<file path="config.mk">
export PLATFORM = sky130hd
export DESIGN_NAME = idct1d_seq_flat
export DESIGN_NICKNAME = d
export VERILOG_FILES = /design/src/rtl/idct_pkg.sv /design/src/rtl/idct1d_seq_if.sv /design/src/rtl/idct_weight_rom.sv /design/src/rtl/idct1d_seq.sv /design/src/flat_wrapper.sv
export SDC_FILE = /design/constraint.sdc
export NUM_CORES = 1
export LEC_CHECK = 0
export CORE_UTILIZATION = 65
export CTS_BUF_LIST = sky130_fd_sc_hd__clkbuf_16
export DETAILED_ROUTE_END_ITERATION = 12
export GPL_TIMING_DRIVEN = 0
export HOLD_SLACK_MARGIN = 0.08
export PLACE_DENSITY = 0.82
export SLEW_MARGIN = 20
export SYNTH_ARGS = -nofsm -noshare
export SYNTH_HDL_FRONTEND = slang
export SYNTH_HIERARCHICAL = 1
export SYNTH_SLANG_ARGS = --single-unit
</file>
<file path="constraint.sdc">
create_clock -name clk -period 37.4 [get_ports clk]
set_input_delay 7.48 -clock clk [delete_from_list [all_inputs] [get_ports clk]]
set_output_delay 7.48 -clock clk [all_outputs]
set_load 0.02 [all_outputs]
</file>
<file path="src/rtl/idct_pkg.sv">
// Shared definitions for the 8-point 1-D inverse DCT: Q1.14 cosine constants,
// FSM state encoding and the accumulator width helper.
package idct_pkg;

    localparam int unsigned FRAC = 14;
    localparam int unsigned WW   = 16;

    // 0.5*cos(j*pi/16) in Q1.14; C4 doubles as the DC weight 1/(2*sqrt(2))
    localparam logic signed [WW-1:0] C1 = 16'sd8035;
    localparam logic signed [WW-1:0] C2 = 16'sd7568;
    localparam logic signed [WW-1:0] C3 = 16'sd6811;
    localparam logic signed [WW-1:0] C4 = 16'sd5793;
    localparam logic signed [WW-1:0] C5 = 16'sd4551;
    localparam logic signed [WW-1:0] C6 = 16'sd3135;
    localparam logic signed [WW-1:0] C7 = 16'sd1598;

    typedef enum logic [1:0] {
        IDLE    = 2'd0,
        COMPUTE = 2'd1,
        DONE    = 2'd2
    } state_t;

    // Eight n x 16 products plus headroom never overflow this width
    function automatic int unsigned acc_width(input int unsigned n);
        return n + 19;
    endfunction

endpackage

</file>
<file path="src/rtl/idct1d_seq_if.sv">
// Coefficient write / start / result read bus of idct1d_seq.
//   wr, add, data_in : coefficient memory write port
//   start, busy, done: transform control and status
//   oe, rd_add, data_out: result memory read port (data_out registered)
interface idct1d_seq_if #(
    parameter int unsigned n = 16
);
    logic                wr;
    logic [2:0]          add;
    logic signed [n-1:0] data_in;
    logic                start;
    logic                busy;
    logic                done;
    logic                oe;
    logic [2:0]          rd_add;
    logic signed [n-1:0] data_out;

    modport master (
        output wr, add, data_in, start, oe, rd_add,
        input  busy, done, data_out
    );

    modport slave (
        input  wr, add, data_in, start, oe, rd_add,
        output busy, done, data_out
    );
endinterface

</file>
<file path="src/rtl/idct_weight_rom.sv">
// Combinational IDCT basis weight W(k,u) in Q1.14.
//   k   : output sample index 0..7
//   u   : coefficient index 0..7
//   w_c : signed 16-bit weight
module idct_weight_rom
    import idct_pkg::*;
(
    input  logic [2:0]           k,
    input  logic [2:0]           u,
    output logic signed [WW-1:0] w_c
);
    logic [4:0] m_raw;
    logic [4:0] m_fold;

    // Angle index ((2k+1)*u) mod 32 folded onto 0..16; 5-bit product wraps mod 32
    always_comb begin
        m_raw  = {1'b0, k, 1'b1} * {2'b00, u};
        m_fold = (m_raw > 5'd16) ? 5'(6'd32 - {1'b0, m_raw}) : m_raw;
        w_c    = '0;
        if (u == 3'd0) begin
            w_c = C4;
        end else begin
            case (m_fold)
                5'd1:    w_c = C1;
                5'd2:    w_c = C2;
                5'd3:    w_c = C3;
                5'd4:    w_c = C4;
                5'd5:    w_c = C5;
                5'd6:    w_c = C6;
                5'd7:    w_c = C7;
                5'd9:    w_c = -C7;
                5'd10:   w_c = -C6;
                5'd11:   w_c = -C5;
                5'd12:   w_c = -C4;
                5'd13:   w_c = -C3;
                5'd14:   w_c = -C2;
                5'd15:   w_c = -C1;
                default: w_c = '0;
            endcase
        end
    end
endmodule

</file>
<file path="src/rtl/idct1d_seq.sv">
// Sequential 8-point 1-D IDCT: one multiply-accumulate per cycle, 64 cycles.
//   clk, reset : clock, asynchronous active-high reset
//   bus.slave  : coefficient write, start/busy/done, result read
module idct1d_seq
    import idct_pkg::*;
#(
    parameter int unsigned n = 16
) (
    input  logic        clk,
    input  logic        reset,
    idct1d_seq_if.slave bus
);
    localparam int unsigned AW = acc_width(n);
    localparam int unsigned PW = n + WW;

    localparam logic signed [AW-1:0] RND_HALF = AW'(64'sd1 <<< (FRAC - 1));
    localparam logic signed [AW-1:0] SAT_MAX  = AW'((64'sd1 <<< (n - 1)) - 64'sd1);
    localparam logic signed [AW-1:0] SAT_MIN  = AW'(-(64'sd1 <<< (n - 1)));

    state_t state, state_nxt;
    logic   busy_r, busy_nxt;
    logic   done_r, done_nxt;

    logic [2:0]          k, u;
    logic signed [AW-1:0] acc;
    logic signed [n-1:0]  x_mem [8];
    logic signed [n-1:0]  y_mem [8];
    logic signed [n-1:0]  data_out_r;

    logic signed [WW-1:0] w_c;
    logic signed [PW-1:0] prod_c;
    logic signed [AW-1:0] acc_nxt_c;
    logic signed [AW-1:0] rnd_c;
    logic signed [n-1:0]  sat_c;
    logic                 last_term_c;

    idct_weight_rom u_rom (
        .k   (k),
        .u   (u),
        .w_c (w_c)
    );

    assign bus.busy     = busy_r;
    assign bus.done     = done_r;
    assign bus.data_out = data_out_r;

    // MAC term, round-half-up and saturate of the completed sum
    always_comb begin
        prod_c    = PW'(x_mem[u]) * PW'(w_c);
        acc_nxt_c = acc + AW'(prod_c);
        rnd_c     = (acc_nxt_c + RND_HALF) >>> FRAC;
        if (rnd_c > SAT_MAX) begin
            sat_c = n'(SAT_MAX);
        end else if (rnd_c < SAT_MIN) begin
            sat_c = n'(SAT_MIN);
        end else begin
            sat_c = n'(rnd_c);
        end
        last_term_c = (k == 3'd7) && (u == 3'd7);
    end

    // FSM state and status registers
    always_ff @(posedge clk or posedge reset) begin
        if (reset) begin
            state  <= IDLE;
            busy_r <= 1'b0;
            done_r <= 1'b0;
        end else begin
            state  <= state_nxt;
            busy_r <= busy_nxt;
            done_r <= done_nxt;
        end
    end

    // Next state; done is raised together with the final write of y[7]
    always_comb begin
        state_nxt = state;
        busy_nxt  = busy_r;
        done_nxt  = 1'b0;
        case (state)
            IDLE: begin
                if (bus.start) begin
                    state_nxt = COMPUTE;
                    busy_nxt  = 1'b1;
                end
            end
            COMPUTE: begin
                if (last_term_c) begin
                    state_nxt = DONE;
                    busy_nxt  = 1'b0;
                    done_nxt  = 1'b1;
                end
            end
            DONE: begin
                state_nxt = IDLE;
            end
            default: begin
                state_nxt = IDLE;
                busy_nxt  = 1'b0;
            end
        endcase
    end

    // Memories, read port and MAC indices
    always_ff @(posedge clk or posedge reset) begin
        if (reset) begin
            k          <= '0;
            u          <= '0;
            acc        <= '0;
            data_out_r <= '0;
            for (int i = 0; i < 8; i++) begin
                x_mem[i] <= '0;
                y_mem[i] <= '0;
            end
        end else begin
            // Coefficients are frozen while the transform runs
            if (bus.wr && !busy_r) begin
                x_mem[bus.add] <= bus.data_in;
            end
            if (bus.oe) begin
                data_out_r <= y_mem[bus.rd_add];
            end
            if (state == IDLE && bus.start) begin
                k   <= '0;
                u   <= '0;
                acc <= '0;
            end else if (state == COMPUTE) begin
                if (u == 3'd7) begin
                    y_mem[k] <= sat_c;
                    acc      <= '0;
                    u        <= '0;
                    k        <= k + 3'd1;
                end else begin
                    acc <= acc_nxt_c;
                    u   <= u + 3'd1;
                end
            end
        end
    end
endmodule

</file>
<file path="src/flat_wrapper.sv">
// flat-port wrapper written by rule: the top's interface ports become plain ports
module idct1d_seq_flat import idct_pkg::*;
#(
    parameter int unsigned n = 16
)
  (clk, reset, bus_wr, bus_add, bus_data_in, bus_start, bus_oe, bus_rd_add, bus_busy, bus_done, bus_data_out);
  idct1d_seq_if #(.n(n)) bus_i ();
  input  logic clk;
  input  logic reset;
  input wire logic [$bits(bus_i.wr)-1:0] bus_wr;
  input wire logic [$bits(bus_i.add)-1:0] bus_add;
  input wire logic [$bits(bus_i.data_in)-1:0] bus_data_in;
  input wire logic [$bits(bus_i.start)-1:0] bus_start;
  input wire logic [$bits(bus_i.oe)-1:0] bus_oe;
  input wire logic [$bits(bus_i.rd_add)-1:0] bus_rd_add;
  output wire logic [$bits(bus_i.busy)-1:0] bus_busy;
  output wire logic [$bits(bus_i.done)-1:0] bus_done;
  output wire logic [$bits(bus_i.data_out)-1:0] bus_data_out;
  assign bus_i.wr = bus_wr;
  assign bus_i.add = bus_add;
  assign bus_i.data_in = bus_data_in;
  assign bus_i.start = bus_start;
  assign bus_i.oe = bus_oe;
  assign bus_i.rd_add = bus_rd_add;
  assign bus_busy = bus_i.busy;
  assign bus_done = bus_i.done;
  assign bus_data_out = bus_i.data_out;
  idct1d_seq #(.n(n)) u_core (.clk(clk), .reset(reset), .bus(bus_i));
endmodule
</file>
# After elaboration in Yosys (flattened, before gate mapping)
# Memory sizes are Yosys's and may differ from the RTL's.
# Cells that the tools add are included.
[word_totals] input_bits=27 mem_bits_ro=256 ff_bits=317 wordCells=100 out_inout_bits=18 n_memories=1
[mem_list] memory="(no name shown)" words=16 word_bits=16 rd=1 rd_clocked_by_memory_dff=0 wr=0 line="idct_weight_rom.sv:23" text="case (m_fold)"
[op_classes] multipliers=2 n_reduce_logical=14 addsub=5 n_lt_le_gt_ge=9 bitwise_logic=6 eq_ne=6 mux=34
[ops] operator="128-bit bitwise mux" n=2
[ops] operator="16-bit 2-to-1 mux" n=10
[ops] operator="35-bit 2-to-1 mux" n=3
[ops] operator="16-bit binary-select mux with 3-bit select" n=2
[ops] operator="16-bit demux with 3-bit select" n=2
[ops] operator="35-bit by 15-bit adder with 35-bit output, second input constant" n=1
[ops] operator="35-bit by 32-bit adder with 35-bit output" n=1
[ops] operator="16-bit by 16-bit multiplier with 32-bit output" n=1
[ops] operator="21-bit by 16-bit > comparator with 1-bit output, second input constant" n=1
[ops] operator="21-bit by 16-bit less-than comparator with 1-bit output, second input constant" n=1
[ops] operator="3-bit 2-to-1 mux" n=6
[ops] operator="4-bit greater-or-equal comparator, second input constant" n=4
[ops] operator="3-bit inverter with 4-bit output" n=4
[ops] operator="4-bit by 1-bit less-than comparator with 1-bit output, second input constant" n=2
[ops] operator="3-bit by 1-bit adder with 3-bit output, second input constant" n=2
[ops] operator="3-bit equality test, second input constant" n=2
[ops] operator="3-bit AND reduction" n=2
[ops] operator="5-bit > comparator, second input constant" n=1
[ops] operator="1-bit logical AND" n=5
[ops] operator="4-bit by 3-bit multiplier with 5-bit output" n=1
[ops] operator="5-bit 2-to-1 mux" n=1
[ops] operator="1-bit by 5-bit subtractor with 5-bit output, first input constant" n=1
[ops] operator="1-bit 2-to-1 mux" n=4
[ops] operator="2-bit 2-to-1 mux" n=2
[ops] operator="12 further kinds" n=15

# Longest topological paths before layout
# Gate-level depths: netlist of run 1.
# An unclocked memory read counts as a cell.
[depth] ltp_word=13 mapped_depth=49 mapped_depth_nobuf=43

# Hierarchy
# Netlist of run 1, hierarchy kept.
[by_module_without_submodules] mod="idct1d_seq" n_inst=1 area_each_um2=26527.9 cells_each=2368 seq_area_each_um2=7932.6
[by_module_without_submodules] mod="idct_weight_rom" n_inst=1 area_each_um2=1301.2 cells_each=199 seq_area_each_um2=0.0

# Worst setup path after synthesis of run 1
# No wires, ideal clock.
[synth_timing] path_kind="reg2reg" from="register u_core.u[1]" to="register u_core/y_mem[2] in the netlist's numbering" setup_time_ns=0.131 setup_slack_ns=25.224 stages_incl_launch_ff=49 required_ns=37.269 t_arrival_ns=12.045 path_cell_list="dfrtp_1 clkbuf_1 clkbuf_1 nand2_1 fa_1 inv_1 ha_1 fa_1 xnor2_1 xor3_1 nand2_1 xor2_1 inv_1 ha_1 inv_1 a311o_1 mux2i_1 a31oi_1 [13 not listed] fa_1 inv_1 ha_1 buf_2 a21oi_1 o21a_1 o211a_2 nor2_2 a311oi_4 nand4_1 or4b_4 buf_4 nor4_1 xor2_1 nor3_2 a21oi_2 buf_6 or3_1"
[synth_via] elab_chain_cells=13 elab_cells_between_ends=22 classes_between="3 x add/sub; 2 x mul; 3 x order compare; 1 x eq/ne; 9 x mux; 1 x bitwise; 2 x reduce/logical; 1 x memory"
[synth_lines] item="from (decl)" line="idct1d_seq.sv:24" text="logic [2:0] k, u;"
[synth_lines] item="from (signal assigned)" line="idct1d_seq.sv:135" text="u <= u + 3'd1;"
[synth_lines] item="4-bit by 3-bit multiplier with 5-bit output" line="idct_weight_rom.sv:17" text="m_raw = {1'b0, k, 1'b1} * {2'b00, u};"
[synth_lines] item="1-bit by 5-bit subtractor with 5-bit output / 5-bit > comparator (equally long branches)" line="idct_weight_rom.sv:18" text="m_fold = (m_raw > 5'd16) ? 5'(6'd32 - {1'b0, m_raw}) : m_raw;"
[synth_lines] item="5-bit 2-to-1 mux" line="idct_weight_rom.sv:18"
[synth_lines] item="memory 16 x 16 bit"
[synth_lines] item="16-bit 2-to-1 mux" line="idct_weight_rom.sv:23"
[synth_lines] item="16-bit 2-to-1 mux *" line="idct_weight_rom.sv:20" text="if (u == 3'd0) begin"
[synth_lines] item="net u_core.w_c[7]" line="idct1d_seq.sv:30" text="logic signed [WW-1:0] w_c;"
[synth_lines] item="16-bit by 16-bit multiplier with 32-bit output *" line="idct1d_seq.sv:49" text="prod_c = PW'(x_mem[u]) * PW'(w_c);"
[synth_lines] item="35-bit by 32-bit adder with 35-bit output *" line="idct1d_seq.sv:50" text="acc_nxt_c = acc + AW'(prod_c);"
[synth_lines] item="35-bit by 15-bit adder with 35-bit output *" line="idct1d_seq.sv:51" text="rnd_c = (acc_nxt_c + RND_HALF) >>> FRAC;"
[synth_lines] item="21-bit by 16-bit less-than comparator with 1-bit output" line="idct1d_seq.sv:54" text="end else if (rnd_c < SAT_MIN) begin"
[synth_lines] item="16-bit 2-to-1 mux" line="idct1d_seq.sv:54"
[synth_lines] item="16-bit 2-to-1 mux *" line="idct1d_seq.sv:52" text="if (rnd_c > SAT_MAX) begin"
[synth_lines] item="128-bit bitwise mux *" line="idct1d_seq.sv:129" text="y_mem[k] <= sat_c;"
[synth_lines] item="to (signal, indexed assignment)" line="idct1d_seq.sv:129"
[synth_lines] item="to (decl)" line="idct1d_seq.sv:27" text="logic signed [n-1:0] y_mem [8];"
# Mark *: on every way through the listed nets, which the timed path passes. The rest lies on a longest branch. The select of a mux whose other input is x is not followed.
# A chain may end at the register's enable or synchronous reset.

# Worst setup path in the final report of run 1
[layout_timing] from="register u_core.u[1]" to="register u_core/y_mem[34] in the netlist's numbering"
# Same word-level chain as after synthesis.

==> flow_metrics.py, run 1 <==
metrics = {
    "drt": {
        "wl_per_cell_um": 21.8,
        "drtIter0Drc": 1709,
        "vias": 20200,
        "firstDrtPassIters": 5,
        "ant_nets": 0,
        "drcViolationCount": 0,
        "via_per_inst": 6.29,
        "drt-total-wl_um": 70000,
    },
    "floorplan": {
        "die_area_um2": 43600,
        "dieHeight_um": 209,
        "core_region_area_um2": 42000,
        "rows": 75,
        "pin_count": 45,
        "die_w_um": 209,
        "start_util": 0.662,
    },
    "yosys": {
        "yosysWarnings": 6,
        "synth_top_cell_by_area": "dfrtp_1",
        "yosys.cell_types.count": 97,
        "synthTopCellsByArea": "dfrtp_1 (29%), fa_1 (23%), mux2_2 (6.1%), mux4_2 (5.2%), ha_1 (5.2%)",
        "syn_nets": 3022,
        "syn_area_per_cell_um2": 10.8,
        "syn_inst": 2567,
        "ys_ff_latch": 317,
        "synth-seq-area-share": 0.285,
        "synth_area_um2": 27800,
        "postSynth.asyncResetShare": 1.00,
        "synth.top_cell.area_share": 0.285,
        "synth-edff-count": 0,
        "synthMostInstantiatedCell": "inv_1",
        "synth_ff_type": "dfrtp_1",
        "synthTopCellsByCount": "inv_1 (378), dfrtp_1 (317), fa_1 (313)",
    },
    "worst_setup_path": {
        "cp-start-kind": "flip-flop",
        "critPathMaxStageDelay_ns": 0.87,
        "arrival_ns": 15.55,
        "crit_end": "u_core/y_mem[34]",
        "worst_r2r_endpoint": "u_core/y_mem[34]",
        "setup.worst_path.start": "u_core/u[1]",
        "rr_worst_depth": 47,
        "slowest_stage": "o31ai_2",
        "reg2reg_slack_ns": 22.29,
        "r2r-start": "u_core/u[1]",
        "worstPathRequired_ns": 37.83,
        "end_kind": "flip-flop",
        "path_max_fanout": 10,
        "worstSetupPathType": "flip-flop to flip-flop",
    },
    "timing": {
        "slew-limit-headroom": 0.255,
        "tightest_slew_ns": 1.11,
        "skew_ns": 0.0299,
        "fin_setup_tns_ns": 0,
        "setup_viol_count_final": 0,
        "rsz0062_at_grt": "no",
        "setup_slack_ns": 22.29,
        "min_period_over_period": 0.404,
        "max_freq_mhz": 66.2,
        "whs_ns": 0.500,
        "min_period_ns": 15.11,
        "final-max-slew-violation-count": 0,
        "hold_violations": 0,
    },
    "cells_and_area": {
        "nFillCells": 2940,
        "drive_above_1_share": 0.134,
        "multi_input_area_um2": 17800,
        "stdcell_count": 3204,
        "antennaDiodeCount": 0,
        "seqCellArea_um2": 7930,
        "syn2layout_area_growth_pct": 7.50,
        "layout.nets": 3098,
    },
    "run_status": {
        "status": "finished clean",
    },
    "clock_network": {
        "cts_max_path_buffers": 3,
        "cts_tree": "yes",
        "cts_resized": 0,
        "ctsRootBufferMaster": "clkbuf_16",
        "ctsHoldBuffers": 0,
        "clk_latency_ns": 0.59,
        "clk_pin_slew_ns": 0.06,
        "cts_buffers": 30,
        "postCtsSetupBuffers": 0,
        "htree_levels": 1,
        "cts.sinks": 317,
    },
    "global_route": {
        "grt_max_degree": 112,
        "grt_pass1_wl_um": 117000,
        "grt_pass1_vias": 21500,
        "grt-ovfl-total": 0,
        "track_usage": 0.338,
        "antenna_found_initial": 4,
    },
    "worst_hold_path": {
        "holdCritPathClass": "flip-flop to flip-flop",
    },
    "placement": {
        "dp_hpwl_um": 54600,
        "port_buffers": 42,
        "place_ws_ns": 22.74,
        "routabilityCongestion": 0.923,
        "dp_cells": 3150,
    },
    "flow_run": {
        "maxCapViolations": 0,
    },
}
[placed cells by master, fill, tap and decap left out, drive strengths merged, types with 7 or more instances in the layout]
master / n
ha: 115
mux4: 64
o211ai: 16
nor2b: 38
a31oi: 13
xnor2: 33
o31ai: 7
o21a: 8
nor3: 21
a211oi: 17
mux2: 150
inv: 387
clkbuf: 123
o21ai: 69
nand2: 237
a21o: 11
dfrtp: 317
fa: 313
or2: 9
mux2i: 21
a22o: 27
a21oi: 85
and2: 98
or3: 22
nand2b: 22
xor2: 24
clkdlybuf4s50: 42
nand3: 17
a221o: 106
clkinv: 13
nor2: 92
buf: 52
nand4: 13
[layer usage]
metal  global-route usage  up-vias  share of wire
met5                    0        -              0
met4                0.114        0          0.035
met3               0.0307      158          0.061
met2                0.575      850           0.50
met1                0.462    10400           0.40
li1                     -     8801              -
[stage by stage]
step                utilization  instance area [um^2]
finish                    0.712                 29900
global route              0.712                 29900
CTS                       0.712                 29900
detailed placement        0.690                 29000
global placement          0.688                 28900
floorplan                     -                 27800
[cell families after synthesis]
logic type / Yosys count / share of synthesized area
buffers and inverters: 522 / 0.0745
AOI/OAI and AO/OA: 406 / 0.116
xor gates and xnor gates: 59 / 0.0208
and+or+nand+nor: 600 / 0.107
DFF: 317 / 0.285
muxes: 235 / 0.120
adders and majority gates: 428 / 0.277
[worst max-delay path: cells and delay by family, from the launching register on]
family / cells / cell delay (ns)
xor+xnor: 4 / 1.06
flops: 1 / 0.58
buf+inv: 13 / 2.48
fa+ha+maj: 11 / 5.07
mux: 1 / 0.08
compound gates: 9 / 2.89
simple gates: 9 / 2.74
[worst min path at each step]
stage / from / to / slack, ns / cells after the start
6_report: u_core/acc[9] / u_core/acc[9] / 0.50 / 2
5_1_grt: u_core/x_mem[120] / u_core/x_mem[120] / 0.51 / 1
4_1_cts: u_core/y_mem[0] / u_core/y_mem[0] / 0.50 / 1
3_5_place_dp: u_core/y_mem[0] / u_core/y_mem[0] / 0.49 / 1
3_3_place_gp: u_core/x_mem[90] / u_core/x_mem[90] / 0.48 / 1
2_1_floorplan: u_core/y_mem[0] / u_core/y_mem[0] / 0.45 / 1
[layout make-up]
class / count / area share
clock buffer: 30 / 0.0251
sequential: 317 / 0.265
multi-input combinational: 1728 / 0.596
inverter: 379 / 0.0478
buffer: 143 / 0.0217
clock inverter: 24 / 0.00552
timing repair buffer: 44 / 0.0159
tap: 539 / 0.0225
[state kept, by name, summed over array words and instances (netlist names)]
register             count
u_core/x_mem           128
u_core/y_mem           128
u_core/acc              35
u_core/bus.data_out     16
u_core/k                 3
u_core/u                 3
u_core/state             2
u_core/bus.busy          1
u_core/bus.done          1
Power of run 1 is left out: the tool's default activity adds up to more than one toggle a clock period on the data nets, which glitch-free logic cannot reach.
==> run 2, diff against run 1 <==
Clock period 37.4 ns to 14.99 ns, I/O delays scaled along.
==> run 2 against run 1 <==
Core utilization is 0.083 points higher. Cell area is 0.12% higher. Flip-flop and latch count stayed put. Global-route usage stayed put. Critical path depth stayed put. Via count hardly changed. Routed wire length is 0.11% lower. Hold slack better by 0.0017 ns. Fmax is 5.6% higher. First-iteration DRC count is 2.9% lower. Non-clock buffer count stayed put. Critical endpoint is now u_core/y_mem[13].
==> flow_metrics.py, run 2 (same netlist as run 1, synthesis figures left out) <==
metrics = {
    "clock_network": {
        "cts_buffers": 30,
        "ctsHoldBuffers": 0,
        "cts_tree": "yes",
        "cts_max_path_buffers": 3,
        "clk_pin_slew_ns": 0.07,
        "ctsRootBufferMaster": "clkbuf_16",
        "htree_levels": 1,
        "cts.sinks": 317,
        "clk_latency_ns": 0.59,
    },
    "placement": {
        "port_buffers": 42,
        "dp_cells": 3150,
        "routabilityCongestion": 0.923,
        "dp_hpwl_um": 54600,
        "place_ws_ns": 0.328,
    },
    "floorplan": {
        "dieHeight_um": 209,
        "die_w_um": 209,
        "core_region_area_um2": 42000,
        "pin_count": 45,
        "die_area_um2": 43600,
        "start_util": 0.662,
        "rows": 75,
    },
    "global_route": {
        "grt_pass1_wl_um": 117000,
        "antenna_found_initial": 4,
        "grt_max_degree": 112,
        "grt-ovfl-total": 0,
        "track_usage": 0.338,
        "grt_pass1_vias": 21500,
    },
    "cells_and_area": {
        "antennaDiodeCount": 0,
        "layout.nets": 3098,
        "biggestRegsByFlops": "u_core/x_mem (128), u_core/y_mem (128), u_core/acc (35)",
        "seqCellArea_um2": 7930,
        "drive_above_1_share": 0.135,
        "syn2layout_area_growth_pct": 7.63,
        "layout_common_cells": "inv_1 (384), dfrtp_1 (317), fa_1 (313)",
        "final_common_cell": "inv_1",
        "nFillCells": 2938,
        "multi_input_area_um2": 17900,
        "stdcell_count": 3204,
    },
    "worst_setup_path": {
        "slowest_stage": "dfrtp_1",
        "worstSetupPathType": "flip-flop to flip-flop",
        "critPathMaxStageDelay_ns": 0.65,
        "cp-start-kind": "flip-flop",
        "arrival_ns": 14.75,
        "end_kind": "flip-flop",
        "path_max_fanout": 10,
        "worstPathRequired_ns": 15.43,
    },
    "timing": {
        "tightest_slew_ns": 1.10,
        "rsz0062_at_grt": "no",
        "setup_viol_count_final": 0,
        "skew_ns": 0.0300,
        "max_freq_mhz": 69.9,
        "hold_violations": 0,
        "setup_slack_ns": 0.680,
        "min_period_over_period": 0.955,
        "min_period_ns": 14.31,
        "final-max-slew-violation-count": 0,
        "slew-limit-headroom": 0.261,
    },
    "drt": {
        "via_per_inst": 6.30,
        "drtIter0Drc": 1660,
        "vias": 20200,
        "wl_per_cell_um": 21.8,
        "drt-total-wl_um": 69900,
        "drcViolationCount": 0,
        "ant_nets": 0,
        "firstDrtPassIters": 6,
    },
    "run_status": {
        "status": "finished clean",
    },
    "worst_hold_path": {
        "holdCritPathClass": "flip-flop to flip-flop",
    },
    "flow_run": {
        "maxCapViolations": 0,
    },
}
## run 2: what timing repair did
| action | CTS | global route |
|---|---|---|
| resized for setup | 0 | 9 |
| setup endpoints to repair | 0 | 127 |
| buffers inserted | 0 | 0 |
## run 2: layout make-up
class | count | area share
clock buffer | 30 | 0.0251
timing repair buffer | 44 | 0.0159
multi-input combinational | 1728 | 0.597
inverter | 379 | 0.0477
sequential | 317 | 0.265
tap | 539 | 0.0225
clock inverter | 24 | 0.00551
buffer | 143 | 0.0218
## run 2: critical path: cells and delay by family (launching register included)
kind	cells	cell delay [ns]
fa+ha+maj	11	5.09
mux	1	0.07
buf+inv	14	2.48
flops	1	0.65
compound gates	10	2.58
xor+xnor	4	1.38
simple gates	7	1.89
## run 2: metal layers
| layer | GRT usage | routed length, um |
|---|---|---|
| met5 | 0 | 0 |
| met4 | 0.114 | 2400 |
| met2 | 0.575 | 35000 |
| met1 | 0.462 | 28100 |
| met3 | 0.0307 | 4400 |
## run 2: per-stage QoR
stage | util | setup TNS, ns | hold slack (ns) | area (um^2)
floorplan | - | 0 | 0.453 | 27800
global placement | 0.688 | -0.232 | 0.482 | 28900
detailed placement | 0.690 | 0 | 0.486 | 29000
CTS | 0.712 | 0 | 0.500 | 29900
global route | 0.712 | 0 | 0.514 | 30000
finish | 0.712 | 0 | 0.501 | 30000
## run 2: final timing paths
check,start,endpoint,slack [ns],depth (start not counted)
hold reg to reg,u_core/x_mem[84],u_core/x_mem[84],0.50,1
setup reg to reg,u_core/u[0],u_core/y_mem[13],0.68,47
hold / removal,u_core/x_mem[84],u_core/x_mem[84],0.50,1
setup / recovery,u_core/u[0],u_core/y_mem[13],0.68,47
min in group asynchronous,reset,u_core/x_mem[61],2.90,2
max in group asynchronous,reset,u_core/acc[21],11.10,3
Power of run 2 is left out for the same reason.
==> run 3, diff against run 2 <==
Settings changed: SLEW_MARGIN 20 to 10.
==> run 3 against run 2 <==
Hold slack about the same. Setup slack improved by 0.067 ns. Non-clock buffer count rose by 4. Cell area increased by 0.35%.
==> flow_metrics.py, run 3 (same netlist as run 1, synthesis figures left out) <==
metrics = {
    "timing": {
        "setup_viol_count_final": 0,
        "min_period_over_period": 0.950,
        "skew_ns": 0.0254,
        "max_freq_mhz": 70.2,
        "setup_slack_ns": 0.747,
        "slew-limit-headroom": 0.244,
        "hold_violations": 0,
        "tightest_slew_ns": 1.13,
        "final-max-slew-violation-count": 0,
        "rsz0062_at_grt": "no",
        "fin_setup_tns_ns": 0,
        "min_period_ns": 14.24,
    },
    "worst_hold_path": {
        "worst_hold_path.num_cells": 2,
        "holdCritPathClass": "flip-flop to flip-flop",
        "hp-start": "u_core/acc[5]",
        "hold_path_end": "u_core/acc[5]",
    },
    "floorplan": {
        "rows": 75,
        "core_region_area_um2": 42000,
        "die_area_um2": 43600,
        "start_util": 0.662,
        "dieHeight_um": 209,
        "die_w_um": 209,
        "pin_count": 45,
    },
    "clock_network": {
        "cts_buffers": 30,
        "cts.sinks": 317,
        "ctsRootBufferMaster": "clkbuf_16",
        "cts_tree": "yes",
        "htree_levels": 1,
        "clk_pin_slew_ns": 0.07,
        "cts_max_path_buffers": 3,
        "clk_latency_ns": 0.59,
    },
    "worst_setup_path": {
        "worst_r2r_endpoint": "u_core/y_mem[84]",
        "path_max_fanout": 10,
        "worstSetupPathType": "flip-flop to flip-flop",
        "r2r-start": "u_core/u[0]",
        "cp-start-kind": "flip-flop",
        "critPathMaxStageDelay_ns": 0.77,
        "rr_worst_depth": 46,
        "end_kind": "flip-flop",
        "arrival_ns": 14.69,
        "worstPathRequired_ns": 15.44,
        "slowest_stage": "a31oi_1",
        "reg2reg_slack_ns": 0.75,
    },
    "global_route": {
        "grt-ovfl-total": 0,
        "grt_max_degree": 112,
        "grt_pass1_vias": 21500,
        "grt_pass1_wl_um": 117000,
        "track_usage": 0.340,
        "antenna_found_initial": 3,
    },
    "cells_and_area": {
        "nFillCells": 2898,
        "multi_input_area_um2": 17900,
        "final_common_cell": "inv_1",
        "biggestRegsByFlops": "u_core/x_mem (128), u_core/y_mem (128), u_core/acc (35)",
        "layout.nets": 3102,
        "utilization": 0.715,
        "stdcell_count": 3211,
        "syn2layout_area_growth_pct": 8.00,
        "seqCellArea_um2": 7930,
        "layout_common_cells": "inv_1 (384), dfrtp_1 (317), fa_1 (313)",
        "drive_above_1_share": 0.139,
    },
    "placement": {
        "routabilityCongestion": 0.923,
        "dp_hpwl_um": 54600,
        "port_buffers": 42,
        "dp_cells": 3150,
        "place_ws_ns": 0.259,
    },
    "drt": {
        "drcViolationCount": 0,
        "via_per_inst": 6.30,
        "drtIter0Drc": 1588,
        "firstDrtPassIters": 6,
        "vias": 20200,
        "ant_nets": 0,
        "drt-total-wl_um": 70200,
        "wl_per_cell_um": 21.9,
    },
    "flow_run": {
        "maxCapViolations": 0,
    },
    "run_status": {
        "status": "finished clean",
    },
}
==> run 3: cell type report <==
class	count	share of cell area
Clock buffer	30	0.0250
Inverter	379	0.0476
Timing Repair Buffer	48	0.0168
Tap cell	539	0.0224
Buffer	143	0.0217
Clock inverter	26	0.00787
Antenna cell	1	0.0000833
Sequential cell	317	0.264
Multi-Input combinational cell	1728	0.595
==> run 3: per-layer routing <==
metal | global-route usage | up-vias | part of all wire
li1 | - | 8808 | -
met1 | 0.460 | 10400 | 0.40
met2 | 0.572 | 871 | 0.50
met3 | 0.0346 | 166 | 0.065
met4 | 0.128 | 0 | 0.038
met5 | 0 | - | 0
==> run 3: how the worst max path moves through the flow <==
stage	from	endpoint	slack, ns	cells after the start
after global placement	reset	u_core/acc[30]	-0.008	2
after global routing	u_core/u[0]	u_core/y_mem[72]	0.03	47
after detailed placement	u_core/u[1]	u_core/y_mem[34]	0.26	48
after floorplan	u_core/u[1]	u_core/y_mem[2]	2.81	48
final	u_core/u[0]	u_core/y_mem[84]	0.75	46
after CTS	u_core/u[1]	u_core/y_mem[72]	0.13	48
==> run 3: worst max-delay path, delay by kind of cell (launching register included) <==
kind / cells / cell delay, ns
AO/OA/AOI/OAI: 10 / 2.72
XOR/XNOR: 4 / 1.41
adder cells (fa/ha/maj): 11 / 5.13
buffers and inverters: 15 / 2.64
flip-flops: 1 / 0.64
AND/OR/NAND/NOR: 6 / 1.52
==> run 3: what timing repair did <==
item | CTS | global route
hold buffers | 0 | 0
setup buffers | 0 | 4
gates resized for setup | 0 | 9
setup endpoints to repair | 0 | 127
==> run 3: stage by stage <==
stage / cell area, um^2 / hold slack [ns]
floorplan: 27800 / 0.453
global placement: 28900 / 0.482
detailed placement: 29000 / 0.486
CTS: 30000 / 0.500
global route: 30100 / 0.513
finish: 30100 / 0.501
Power of run 3 is left out for the same reason.
